`config.mk`:
```
export PLATFORM = sky130hd
export DESIGN_NAME = mesi_bus_arbiter
export DESIGN_NICKNAME = d
export VERILOG_FILES = /design/src/rtl/mesi_bus_arbiter.sv
export SDC_FILE = /design/constraint.sdc
export NUM_CORES = 1
export LEC_CHECK = 0
export ABC_AREA = 1
export BUFFER_PORTS_ARGS = -buffer_cell sky130_fd_sc_hd__buf_4
export CORE_UTILIZATION = 50
export DETAILED_ROUTE_END_ITERATION = 7
export PLACE_DENSITY = 0.92
export SLEW_MARGIN = 25
export SYNTH_ARGS = -nofsm -noshare
export SYNTH_HDL_FRONTEND = slang
export SYNTH_SLANG_ARGS = --single-unit
```
`constraint.sdc`:
```
create_clock -name clock -period 4.73 [get_ports clock]
set_input_delay 0 -clock clock [delete_from_list [all_inputs] [get_ports clock]]
set_output_delay 0 -clock clock [all_outputs]
set_load 0.005 [all_outputs]
```
`src/rtl/mesi_bus_arbiter.sv`:
```
// mesi_bus_arbiter
//   Shared snooping-bus sequencer for three MESI L1 controllers and main memory.
//   It grants one requester at a time (round-robin) and broadcasts the requester's
//   message to the snoopers. It then collects the snoop responses, runs the victim
//   and snooper write-backs, reads memory when needed, and returns the filled block
//   with a one-cycle resp_valid pulse.
//
//   Optional build macro: C2C_FWD_EN
//     When defined, a nonzero Modified block supplied by a snooper is forwarded to
//     the requester and the memory read is skipped. The snooper write-back still runs.
//     When undefined, memory is always read after the write-backs.
//
// Ports
//   clock, reset        rising-edge clock, asynchronous active-high reset
//   req[2:0]            per-processor bus request (held until resp_valid)
//   req_msg[47:0]       per-processor message, slice i = [16i+15:16i]
//                       [15:14] type (00 RdMiss, 01 WrMiss, 10 Inv), [13:10] tag
//   wb_req, wb_block    per-processor write-back request / block ([15:12] tag)
//   snoop_done          snooper i finished processing the broadcast
//   has_block           snooper i holds a valid copy
//   snoop_block         snooper i's Modified block (zero otherwise)
//   gnt                 one-hot grant, SNOOP through RESP
//   bus_out             broadcast message (0 when the bus is idle or in RESP)
//   mem_rd/mem_wr       level-held memory requests, finished by mem_ack
//   mem_addr_tag        tag of the current memory access
//   mem_wdata/mem_rdata memory write data / read data
//   resp_valid          one-cycle response pulse to the granted processor
//   resp_block          block delivered to the requester
//   resp_shared         another processor holds the block
//   busy                FSM is not idle
module mesi_bus_arbiter #(
  parameter int NUM_PROC      = 3,
  parameter int SNOOP_TIMEOUT = 4
) (
  input  logic                    clock,
  input  logic                    reset,
  input  logic [NUM_PROC-1:0]     req,
  input  logic [16*NUM_PROC-1:0]  req_msg,
  input  logic [NUM_PROC-1:0]     wb_req,
  input  logic [16*NUM_PROC-1:0]  wb_block,
  input  logic [NUM_PROC-1:0]     snoop_done,
  input  logic [NUM_PROC-1:0]     has_block,
  input  logic [16*NUM_PROC-1:0]  snoop_block,
  output logic [NUM_PROC-1:0]     gnt,
  output logic [15:0]             bus_out,
  output logic                    mem_rd,
  output logic                    mem_wr,
  output logic [3:0]              mem_addr_tag,
  output logic [15:0]             mem_wdata,
  input  logic [15:0]             mem_rdata,
  input  logic                    mem_ack,
  output logic                    resp_valid,
  output logic [15:0]             resp_block,
  output logic                    resp_shared,
  output logic                    busy
);

  localparam int         CNT_W   = $clog2(SNOOP_TIMEOUT + 1);
  localparam logic [1:0] MSG_INV = 2'b10;

  typedef enum logic [2:0] {
    S_IDLE, S_SNOOP, S_WB_VICTIM, S_WB_SNOOP, S_MEM, S_RESP
  } state_t;

  state_t                state_q, state_d;
  logic [1:0]            ptr_q, ptr_d;
  logic [NUM_PROC-1:0]   own_q, own_d;
  logic [NUM_PROC-1:0]   done_q, done_d;
  logic [NUM_PROC-1:0]   swb_q, swb_d;
  logic [CNT_W-1:0]      cnt_q, cnt_d;
  logic                  vwb_q, vwb_d;
  logic [15:0]           msg_q, msg_d;
  logic [15:0]           vic_q, vic_d;
  logic [15:0]           blk_q, blk_d;
  logic                  shared_q, shared_d;
  logic [16*NUM_PROC-1:0] swblk_q, swblk_d;

  // Round-robin winner: scan from the pointer upward with wrap-around.
  logic                win_vld, win_wb;
  logic [NUM_PROC-1:0] win_oh;
  logic [1:0]          win_nxt;
  logic [15:0]         win_msg, win_vic;

  always_comb begin
    logic [2:0] c;
    win_vld = 1'b0;
    win_oh  = '0;
    win_nxt = 2'd0;
    win_msg = '0;
    win_vic = '0;
    win_wb  = 1'b0;
    c       = '0;
    // Descending scan so the candidate closest to the pointer is assigned last.
    for (int k = NUM_PROC - 1; k >= 0; k--) begin
      c = {1'b0, ptr_q} + 3'(k);
      if (c >= 3'(NUM_PROC)) c = c - 3'(NUM_PROC);
      if (req[c[1:0]]) begin
        win_vld = 1'b1;
        win_oh  = NUM_PROC'(1) << c;
      end
    end
    for (int i = 0; i < NUM_PROC; i++) begin
      if (win_oh[i]) begin
        win_msg = req_msg[16*i +: 16];
        win_vic = wb_block[16*i +: 16];
        win_wb  = wb_req[i];
        win_nxt = (i == NUM_PROC - 1) ? 2'd0 : 2'(i + 1);
      end
    end
  end

  // Snoop bookkeeping. A snooper counts only once it has reported done;
  // the requester's own snoop bits are masked out.
  logic [NUM_PROC-1:0] live, swb_lo;
  logic                snoop_exit, is_inv, mem_after_snoop, mem_after_wb;
  logic [15:0]         sup_blk, swb_data;

  always_comb begin
    live       = (done_q | snoop_done) & ~own_q;
    snoop_exit = (live == ~own_q) || (cnt_q == CNT_W'(SNOOP_TIMEOUT - 1));
    sup_blk    = '0;
    for (int i = NUM_PROC - 1; i >= 0; i--) begin
      if (live[i] && (snoop_block[16*i +: 16] != 16'h0)) sup_blk = snoop_block[16*i +: 16];
    end
    // Snooper write-backs drain lowest index first.
    swb_lo   = swb_q & (~swb_q + NUM_PROC'(1));
    swb_data = '0;
    for (int i = 0; i < NUM_PROC; i++) begin
      if (swb_lo[i]) swb_data = swblk_q[16*i +: 16];
    end
  end

  assign is_inv = (msg_q[15:14] == MSG_INV);

`ifdef C2C_FWD_EN
  // A nonzero supplier block captured into blk_q replaces the memory read.
  assign mem_after_snoop = !is_inv && (sup_blk == 16'h0);
  assign mem_after_wb    = !is_inv && (blk_q == 16'h0);
`else
  assign mem_after_snoop = !is_inv;
  assign mem_after_wb    = !is_inv;
`endif

  always_comb begin
    state_d  = state_q;
    ptr_d    = ptr_q;
    own_d    = own_q;
    done_d   = done_q;
    swb_d    = swb_q;
    cnt_d    = cnt_q;
    vwb_d    = vwb_q;
    msg_d    = msg_q;
    vic_d    = vic_q;
    blk_d    = blk_q;
    shared_d = shared_q;
    swblk_d  = swblk_q;
    unique case (state_q)
      S_IDLE: begin
        if (win_vld) begin
          state_d = S_SNOOP;
          own_d   = win_oh;
          ptr_d   = win_nxt;
          msg_d   = win_msg;
          vic_d   = win_vic;
          vwb_d   = win_wb;
          done_d  = '0;
          cnt_d   = '0;
          swb_d   = '0;
        end
      end
      S_SNOOP: begin
        done_d = live;
        cnt_d  = cnt_q + CNT_W'(1);
        if (snoop_exit) begin
          shared_d = |(has_block & live);
          swb_d    = wb_req & live;
          swblk_d  = wb_block;
          // Under forwarding blk_q keeps the supplier block; otherwise MEM overwrites it.
          blk_d    = is_inv ? 16'h0 : sup_blk;
          if (vwb_q)                          state_d = S_WB_VICTIM;
          else if ((wb_req & live) != '0)     state_d = S_WB_SNOOP;
          else                                state_d = mem_after_snoop ? S_MEM : S_RESP;
        end
      end
      S_WB_VICTIM: begin
        if (mem_ack) begin
          vwb_d = 1'b0;
          if (swb_q != '0) state_d = S_WB_SNOOP;
          else             state_d = mem_after_wb ? S_MEM : S_RESP;
        end
      end
      S_WB_SNOOP: begin
        if (mem_ack) begin
          swb_d = swb_q & ~swb_lo;
          if ((swb_q & ~swb_lo) == '0) state_d = mem_after_wb ? S_MEM : S_RESP;
        end
      end
      S_MEM: begin
        if (mem_ack) begin
          blk_d   = mem_rdata;
          state_d = S_RESP;
        end
      end
      S_RESP:  state_d = S_IDLE;
      default: state_d = S_IDLE;
    endcase
  end

  always_ff @(posedge clock or posedge reset) begin
    if (reset) begin
      state_q <= S_IDLE;
      ptr_q   <= '0;
      own_q   <= '0;
      done_q  <= '0;
      swb_q   <= '0;
      cnt_q   <= '0;
      vwb_q   <= 1'b0;
    end else begin
      state_q <= state_d;
      ptr_q   <= ptr_d;
      own_q   <= own_d;
      done_q  <= done_d;
      swb_q   <= swb_d;
      cnt_q   <= cnt_d;
      vwb_q   <= vwb_d;
    end
  end

  // Transaction payload; only observed through state-gated outputs.
  always_ff @(posedge clock) begin
    msg_q    <= msg_d;
    vic_q    <= vic_d;
    blk_q    <= blk_d;
    shared_q <= shared_d;
    swblk_q  <= swblk_d;
  end

  always_comb begin
    gnt          = '0;
    bus_out      = '0;
    mem_rd       = 1'b0;
    mem_wr       = 1'b0;
    mem_addr_tag = '0;
    mem_wdata    = '0;
    resp_valid   = 1'b0;
    resp_block   = '0;
    resp_shared  = 1'b0;
    busy         = (state_q != S_IDLE);
    unique case (state_q)
      S_SNOOP: begin
        gnt     = own_q;
        bus_out = msg_q;
      end
      S_WB_VICTIM: begin
        gnt          = own_q;
        bus_out      = msg_q;
        mem_wr       = 1'b1;
        mem_wdata    = vic_q;
        mem_addr_tag = vic_q[15:12];
      end
      S_WB_SNOOP: begin
        gnt          = own_q;
        bus_out      = msg_q;
        mem_wr       = 1'b1;
        mem_wdata    = swb_data;
        mem_addr_tag = swb_data[15:12];
      end
      S_MEM: begin
        gnt          = own_q;
        bus_out      = msg_q;
        mem_rd       = 1'b1;
        mem_addr_tag = msg_q[13:10];
      end
      S_RESP: begin
        gnt         = own_q;
        resp_valid  = 1'b1;
        resp_block  = blk_q;
        resp_shared = shared_q;
      end
      default: ;
    endcase
  end

endmodule

```
==> results of run 1 <==
stage by stage:
stage / area [µm²] / total power [W] / cells
2_1_floorplan: 6480 / 0.00366 / 793
3_3_place_gp: 8340 / 0.00449 / 1170
3_5_place_dp: 8340 / 0.00460 / 1170
4_1_cts: 10100 / 0.00632 / 1312
5_1_grt: 10100 / 0.00691 / 1312
6_report: 10100 / 0.00660 / 1312
cell families after synthesis:
family,count (synthesis)
and+or+nand+nor,449
buffers and inverters,138
DFF,115
AOI/OAI and AO/OA,85
adders and majority gates,6
power groups by stage:
stage | clock, W | sequential (W) | combinational, W
global placement | 0 | 0.00185 | 0.00264
CTS | 0.00138 | 0.00186 | 0.00308
floorplan | 0 | 0.00182 | 0.00184
global route | 0.00145 | 0.00192 | 0.00355
detailed placement | 0 | 0.00187 | 0.00273
finish | 0.00141 | 0.00189 | 0.00330
cells in the mapped netlist (all sizes together):
master / number / area share, %
nor3: 2 / 0.15
nand2: 213 / 13
or2: 1 / 0.097
a21o: 4 / 0.46
a21oi: 10 / 0.77
o21bai: 1 / 0.29
edfxtp: 97 / 45
nor4: 4 / 0.39
o21ai: 56 / 4.3
nand4: 38 / 3.7
inv: 102 / 5.9
o22ai: 1 / 0.097
clkinv: 1 / 0.058
buf: 18 / 1.6
dfrtp: 18 / 7.0
nand3: 109 / 8.6
clkbuf: 17 / 0.99
a221oi: 12 / 1.6
nand3b: 2 / 0.23
o21a: 1 / 0.12
ha: 6 / 1.2
nor2: 80 / 5.0
worst max path at each step:
| stage | start | to | cells after the start |
|---|---|---|---|
| final | ptr_q[0]$_DFFE_PP0P_ | msg_q[5]$_DFFE_PP_ | 14 |
| after global routing | ptr_q[0]$_DFFE_PP0P_ | msg_q[5]$_DFFE_PP_ | 14 |
| after floorplan | state_q[0]$_DFFE_PP0P_ | blk_q[0]$_DFFE_PP_ | 7 |
| after global placement | state_q[0]$_DFFE_PP0P_ | blk_q[14]$_DFFE_PP_ | 7 |
| after CTS | ptr_q[0]$_DFFE_PP0P_ | msg_q[4]$_DFFE_PP_ | 14 |
| after detailed placement | ptr_q[0]$_DFFE_PP0P_ | vic_q[0]$_DFFE_PP_ | 13 |
what timing repair did:
item | CTS | global route
resized for setup | 0 | 0
hold buffers | 110 | 0
endpoints found under the hold margin | 118 | 0
registers in the layout, indices dropped and copies added (netlist names):
| register | cells |
|---|---|
| swblk_q | 48 |
| shared_q | 1 |
| cnt_q | 3 |
| done_q | 3 |
| swb_q | 3 |
| state_q | 3 |
| vic_q | 16 |
| msg_q | 16 |
| vwb_q | 1 |
| ptr_q | 2 |
| blk_q | 16 |
| own_q | 3 |
area by class of cell:
cell class	instances	area, µm²	share of cell area [%]
clock inverters	15	204	2.03
clock buffers	17	425	4.23
multi-input cells	540	2570	25.5
well taps	172	215	2.14
repair buffers	350	2900	28.8
inverters	103	387	3.84
flip-flops and latches	115	3360	33.4
critical path, delay by kind of cell (launching register included):
family,cells,cell delay [ns]
and+or+nand+nor,9,1.62
buffers and inverters,4,1.22
DFF,1,0.39
adders and majority gates,1,0.38
routing by layer:
metal  part of all wire [%]  global-route usage, %  vias to the layer above  wire, µm
met1                     33                   43.1                     3417      8610
met4                    7.4                   28.2                        0      1940
li1                       -                      -                     3346         -
met3                     12                   11.0                      192      3050
met5                      0                      0                        -         0
met2                     48                   67.3                      738     12500
==> impl.org, run 1 <==
** Logic synthesis
- Post-synth cell types :: 29
- Of the total synthesized cell area, the portion taken by full adders, half adders and majority gates is 1.16%.
- Synth Area per Inst :: approximately 8.2 µm²
- Synthesis handed over a netlist of 793 instances.
- Synthesized-area fraction occupied by and/or/nand/nor cells :: between 30 and 40%
- The synthesized netlist occupies a cell area of between 6000 and 7000 µm².
- Combinational family with the most area after synthesis :: simple AND/OR/NAND/NOR gates
- The synthesized netlist devotes 0% of its cell area to XOR and XNOR gates.
- During synthesis, Yosys emitted a total of 0 warnings.
- Proportion of synthesized area in mux cells :: 0%
- Compound-gate portion of the synthesized area :: 7.69%
- In this run, synthesis produced a sequential element count of 115.
- Summing the sequential cell areas from Yosys gives 51.9% of the chip area.
- The number of nets in the synthesized netlist is about 1000.

** Hold path
- The worst hold path begins at snoop_block[46].
- Counting instances, the worst hold path has a depth of 5.
- Endpoint, Worst Hold :: blk_q[14]$_DFFE_PP_
- Worst hold path class :: in2reg

** Clock network
- Later-pin clock latency in the skew report :: ~0.43 ns
- In this run, CTS created clock tree buffers numbering 17.
- TritonCTS clock tree :: yes
- Number of clock sinks :: 115
- The clock tree synthesis step divided the H-tree into 4 levels.
- Number of setup buffers added after CTS :: 0
- Max Root-Sink Buffers :: 2
- Clock root buffer master :: clkbuf_16
- Clock-pin slew was measured on the worst setup and hold paths at 0.06 ns.

** Final layout
- Final Net Count :: between 1000 and 1500
- Fill cell instance count of the final layout :: 755
- Measured on the finished design, the core utilization comes to 79.8%.
- The library cell used most frequently in the layout, excluding fill and tap cells, is buf_4.
- Leading cell types in the layout, fill and taps excluded :: buf_4, nand2_1, dlygate4sd3_1, nand3_1, inv_1
- Relative to the synthesized area, the layout overhead comes to 55.4%.
- 0 antenna diodes ended up in the layout.
- Of the cells placed in the final design, the portion with a size suffix greater than 1 is 25.1%.

** Status
- The run finished with clean final reports.

** Place
- At the placement stage, the worst setup path has a slack of ~1.7 ns.
- Summed over all nets, the half-perimeter wirelength after detailed placement is 14500 µm.
- GPL Wtd Cong :: 0.858
- Buffers placed on the I/O ports in this run total 234.

** Routing
- Number of search-and-repair iterations in the first detailed-routing pass :: 7
- After the first detailed-routing iteration, the DRC count stood at about 1200.
- Once detail routing completed, the nets flagged for antenna violations numbered 0.
- In the final routed layout, each cell accounts on average for 19.9 µm.
- Residual DRC count :: 0
- Total number of vias :: between 7000 and 8000
- For this block, the routed nets add up to between 20000 and 30000 µm of wire.
- Dividing the detail-routed via count by the number of cells gives 5.86.

** Timing
- Final Critical Period :: roughly 3.8 ns
- Across all setup checks in the final design, the least slack found is 0.934 ns.
- Least-Margin Pin Slew :: around 1.1 ns
- Final Hold Fails :: 0
- The final count of pins violating max slew was 0.
- Across the routed clock network, the largest skew measured is 0.0123 ns.
- Highest attainable clock frequency :: 263 MHz
- Summed over all failing endpoints, the final setup total negative slack is 0 ns.
- Setup repair after global routing missed its margin :: false
- The worst pin sits at a relative slew slack of 29.7%.
- Final period utilization :: 80.3%
- Worst hold slack :: between 0.009 and 0.01 ns
- Final number of setup-violating endpoints :: 0

** Flow run
- Across the run, the number of max-cap violations was 0.

** Floorplanning
- Initial core utilization :: 51.3%
- The floorplan has 41 rows.
- CORE AREA :: 12600 µm²
- Die Span X :: 116 µm
- The die is 116 µm tall.
- Top-level port count :: roughly 240
- The die covers 13400 µm².

** Setup path
- Worst r2r path cells :: 14
- Critical path's largest stage delay :: 0.60 ns
- STA classifies the critical path startpoint as a flop.
- Largest fanout on the critical path :: 36
- The startpoint identified for the worst register-to-register timing path is ptr_q[0]$_DFFE_PP0P_.
- Critical Path Sink Type :: flop
- Reg2Reg Setup Slack :: 0.93 ns
- Critical path's most frequent cell :: nand2_1
- Critical path data arrival time :: 4.07 ns
- Required time of the worst setup path :: 5.00 ns
- Walking the worst path, the cells encountered are inv_1 > ha_1 > inv_2 > nand2_1 > nand2_2 > nand2_1 > nand2_1 > nand3_2 > nand2_4 > inv_2 > nor2_8 > nand2_1 > nand3_1 > dlygate4sd3_1.
- Endpoint of the worst-slack reg-to-reg timing path :: msg_q[5]$_DFFE_PP_
- Among all stages on the critical path, the largest delay is contributed by dlygate4sd3_1.
- The worst setup path is of the reg2reg kind.

** Pwr
- VDD IR-drop max :: 0.402 mV
- Registers are responsible for ~29% of the overall power.
- P per Cell Area :: 656 nW/µm²
- Switching power total :: 0.00281 W
- Proportion of power drawn by the clock network :: between 20% and 30%
- P_int :: between 0.003 and 0.004 W
- Fraction of power spent switching nets :: a little over two fifths
- For this design the static power due to leakage is 4.80 nW.
- Combinational cells account for 50.0% of the total power.

** Global routing
- Overflow left after global routing :: 0
- The first global-routing pass estimated 39300 µm of wire.
- Overall Global Routing Usage :: 39.8%
- Pin count of the biggest net entering global routing :: 51
- The initial antenna violation count came to 0.
- The via count of the first global-routing pass came to 7739.
(Power assumes the default switching activity.)
==> run 2, diff against run 1 <==
Clock period 4.73 ns to 3.9 ns, I/O delays scaled along.
==> run 2 against run 1 <==
Net effect: final cell count rose by 0.69%; sequential power rose by 20%; combinational power increased by 22%; worst setup slack got worse by 0.60 ns; flip-flop and latch count unchanged; cell area about the same; count of clock-buffer cells in the layout up 1; critical endpoint is now msg_q[10]$_DFFE_PP_; highest routed layer unchanged.
==> impl.org, run 2 (synthesis gave the netlist of run 1 again) <==
** Status
- Run status :: complete, no violations (unchanged)

** Setup path
- Worst r2r path cells :: 14 (unchanged)
- The startpoint type of the worst setup path is a flop (unchanged).
- Required time of the worst setup path :: 4.06 ns (was 5.00 ns)
- Endpoint of the worst-slack reg-to-reg timing path :: msg_q[10]$_DFFE_PP_ (was msg_q[5]$_DFFE_PP_)
- The arrival time at the worst endpoint was 3.73 ns (was 4.07 ns).
- Largest fanout on the critical path :: 36 (unchanged)
- Reg2reg start :: ptr_q[0]$_DFFE_PP0P_ (unchanged)
- The category of the critical setup timing path is reg2reg (unchanged).
- Reg2Reg Setup Slack :: 0.33 ns (was 0.93 ns)
- Critical Path Sink Type :: flop (unchanged)

** Timing
- Skew final :: 0.00670 ns (was 0.0123 ns)
- The relative slew slack came to 40.2% (was 29.7%).
- The number of failing hold endpoints at the final stage came to 0 (unchanged).
- The upper clock frequency limit came to 280 MHz (was 263 MHz).
- The final worst-path cycle share was 91.5% (was 80.3%).
- The measured slew at the worst slew-check pin came to 0.895 ns (was 1.05 ns).
- The final count of pins violating max slew was 0 (unchanged).
- Final number of setup-violating endpoints :: 0 (unchanged)
- Setup TNS :: 0 ns (unchanged)
- The minimum clock period came to 3.57 ns (was 3.80 ns).
- The setup slack of the critical path after layout is 0.330 ns (was 0.934 ns).
- Setup repair after global routing missed its margin: false (unchanged).

** Pwr
- Total power consumption of the routed design :: 0.00782 W (was 0.00660 W)
- P_int :: 0.00450 W (was 0.00379 W)
- P per Cell Area :: 777 nW/µm² (was 656 nW/µm²)
- Logic gate share of total power :: 51.6% (was 50.0%)
- Switching power total :: 0.00333 W (was 0.00281 W)
- The share of power burned in registers came to 29.0% (was 28.6%).
- The portion of total power attributed to the clock network was 19.4% (was 21.4%).
- The switching part of the total power came to 42.5% (was 42.6%).
- Static leakage power :: 4.80 nW (about the same)
- The peak supply drop is 0.592 mV (was 0.402 mV).

** Place
- The HPWL reported at the end of detailed placement came to 14000 µm (was 14500 µm).
- Placement Setup Slack :: 0.895 ns (was 1.72 ns)
- GPL Wtd Cong :: 0.901 (was 0.858)
- The number of buffers inserted by port buffering came to 234 (unchanged).

** Global routing
- The via count of the first global-routing pass was 7606 (was 7739).
- The global-route wire length before repair came to 37500 µm (was 39300 µm).
- The maximum number of pins on one net before global-route repair is 50 (was 51).
- Overflow left after global routing :: 0 (unchanged)
- Overall Global Routing Usage :: 37.7% (was 39.8%)
- The initial antenna violation count was 3 (was 0).

** Clock network
- Max Root-Sink Buffers :: 2 (unchanged)
- The post-CTS clock slew at the launch and capture registers of the worst setup and hold paths is 0.06 ns (about the same).
- The number of H-tree levels was 4 (unchanged).
- Num CTS Buffers :: 17 (unchanged)
- The number of buffers inserted by post-CTS setup repair came to 0 (unchanged).
- Number of clock sinks :: 115 (unchanged)
- Quantity of gates resized following cts :: 0 (unchanged)
- Clock root buffer master :: clkbuf_16 (unchanged)
- Later-pin clock latency in the skew report :: 0.42 ns (was 0.43 ns)
- The TritonCTS clock tree is yes (unchanged).

** Routing
- Total number of vias :: 7545 (was 7693)
- Wire length after detailed routing :: 25000 µm (was 26100 µm)
- Detailed-route vias per instance :: 5.71 (was 5.86)
- Residual DRC count :: 0 (unchanged)
- The residual antenna-violating net count after detailed routing is 0 (unchanged).
- The average wire per standard cell came to 18.9 µm (was 19.9 µm).
- Count of routing violations after the opening detailed-route iteration :: 1087 (was 1234)
- The first-pass iteration count of the detailed router is 8 (was 7).

** Final layout
- The register with the highest flop count is swblk_q (unchanged).
- The layout-stage area growth over the synthesis result is 55.4% (about the same).
- Leading cell types in the layout, fill and taps excluded :: buf_4, nand2_1, dlygate4sd3_1, nand3_1, inv_1 (unchanged)
- The proportion of layout cells with a drive suffix above 1 is 25.1% (about the same).
- Flip-flop count of the largest register after layout :: 48 (unchanged)
- Most frequent standard cell in the layout excluding fill and tap cells :: buf_4 (unchanged)
- The count of nets after finishing came to 1314 (was 1308).

** Hold path
- The launch point of the worst hold path was snoop_block[2] (was snoop_block[46]).
- The worst min-delay path class is in2reg (unchanged).
- Hold Crit Depth :: 5 (unchanged)
- The worst hold endpoint is blk_q[2]$_DFFE_PP_ (was blk_q[14]$_DFFE_PP_).

** Flow run
- Number of maximum-capacitance violations :: 0 (unchanged)

** Floorplanning
- The floorplan core area is 12600 µm² (unchanged).
- The number of rows in the core area came to 41 (unchanged).
- The effective utilization at floorplan was 51.3% (unchanged).
- The total I/O pin count came to 235 (unchanged).
- Floorplan die area :: 13400 µm² (unchanged)
- Die Span X :: 116 µm (unchanged)
- The floorplan die height came to 116 µm (unchanged).
==> run 2: cell count changes in the layout (fill, tap and decap cells not counted), sizes merged, moves of 2 or more <==
cell | previous run | this run
bufinv | 4 | 2
diode | 0 | 3
buf | 240 | 243
clkinv | 7 | 9
dlygate4sd3 | 110 | 112
==> run 2: timing repair <==
action / 4_1_cts / 5_1_grt
endpoints found under the setup margin: 0 / 3
hold buffers: 112 / 0
hold endpoints to repair: 118 / 0
==> run 2: worst max-delay path: stages, from the launching register on <==
cell and delay (ns):
dfrtp_1 0.39, inv_1 0.08, ha_1 0.39, inv_2 0.08
nand2_1 0.07, nand3_2 0.09, nand2_1 0.09, nand2_1 0.06
nand3_2 0.09, nand2_4 0.26, inv_2 0.69, nor2_8 0.15
nand2_1 0.14, nand3_1 0.12, dlygate4sd3_1 0.59
==> run 2: power groups by stage <==
stage,Clock [W],Combinational [W],Sequential [W]
floorplan,0,0.00223,0.00220
global placement,0,0.00321,0.00224
detailed placement,0,0.00330,0.00226
CTS,0.00150,0.00373,0.00225
global route,0.00158,0.00437,0.00231
finish,0.00152,0.00404,0.00227
==> run 2: stage by stage <==
stage	cells	cell area [µm²]	hold WS, ns	utilization, %
after floorplan	793	6480	-0.0614	-
after global placement	1173	8360	0.157	66.2
after detailed placement	1173	8360	0.166	66.2
after CTS	1317	10000	0.00223	79.6
after global routing	1321	10100	0.0431	79.8
final	1321	10100	0.00825	79.8
==> run 2: per-layer routing <==
layer / routed length, µm / GRT usage [%]
met3: 2650 / 8.89
met5: 0 / 0
met1: 8200 / 39.3
met2: 12500 / 67.3
met4: 1580 / 25.4
==> run 2: worst max path at each step <==
stage / slack, ns / startpoint / cells past startpoint / to
global placement: 0.99 / ptr_q[0]$_DFFE_PP0P_ / 13 / msg_q[2]$_DFFE_PP_
detailed placement: 0.89 / ptr_q[0]$_DFFE_PP0P_ / 13 / msg_q[13]$_DFFE_PP_
global route: 0.15 / ptr_q[0]$_DFFE_PP0P_ / 14 / msg_q[4]$_DFFE_PP_
finish: 0.33 / ptr_q[0]$_DFFE_PP0P_ / 14 / msg_q[10]$_DFFE_PP_
CTS: 0.35 / ptr_q[0]$_DFFE_PP0P_ / 14 / msg_q[13]$_DFFE_PP_
floorplan: 0.53 / state_q[0]$_DFFE_PP0P_ / 7 / blk_q[0]$_DFFE_PP_
==> run 2: cell type report <==
type / instances / area [µm²]
multi-input cells: 541 / 2580
clock buffers: 18 / 429
repair buffers: 355 / 2950
diodes: 3 / 7.51
well taps: 172 / 215
fillers: 736 / 2550
clock inverters: 14 / 138
inverters: 103 / 387
flip-flops and latches: 115 / 3360
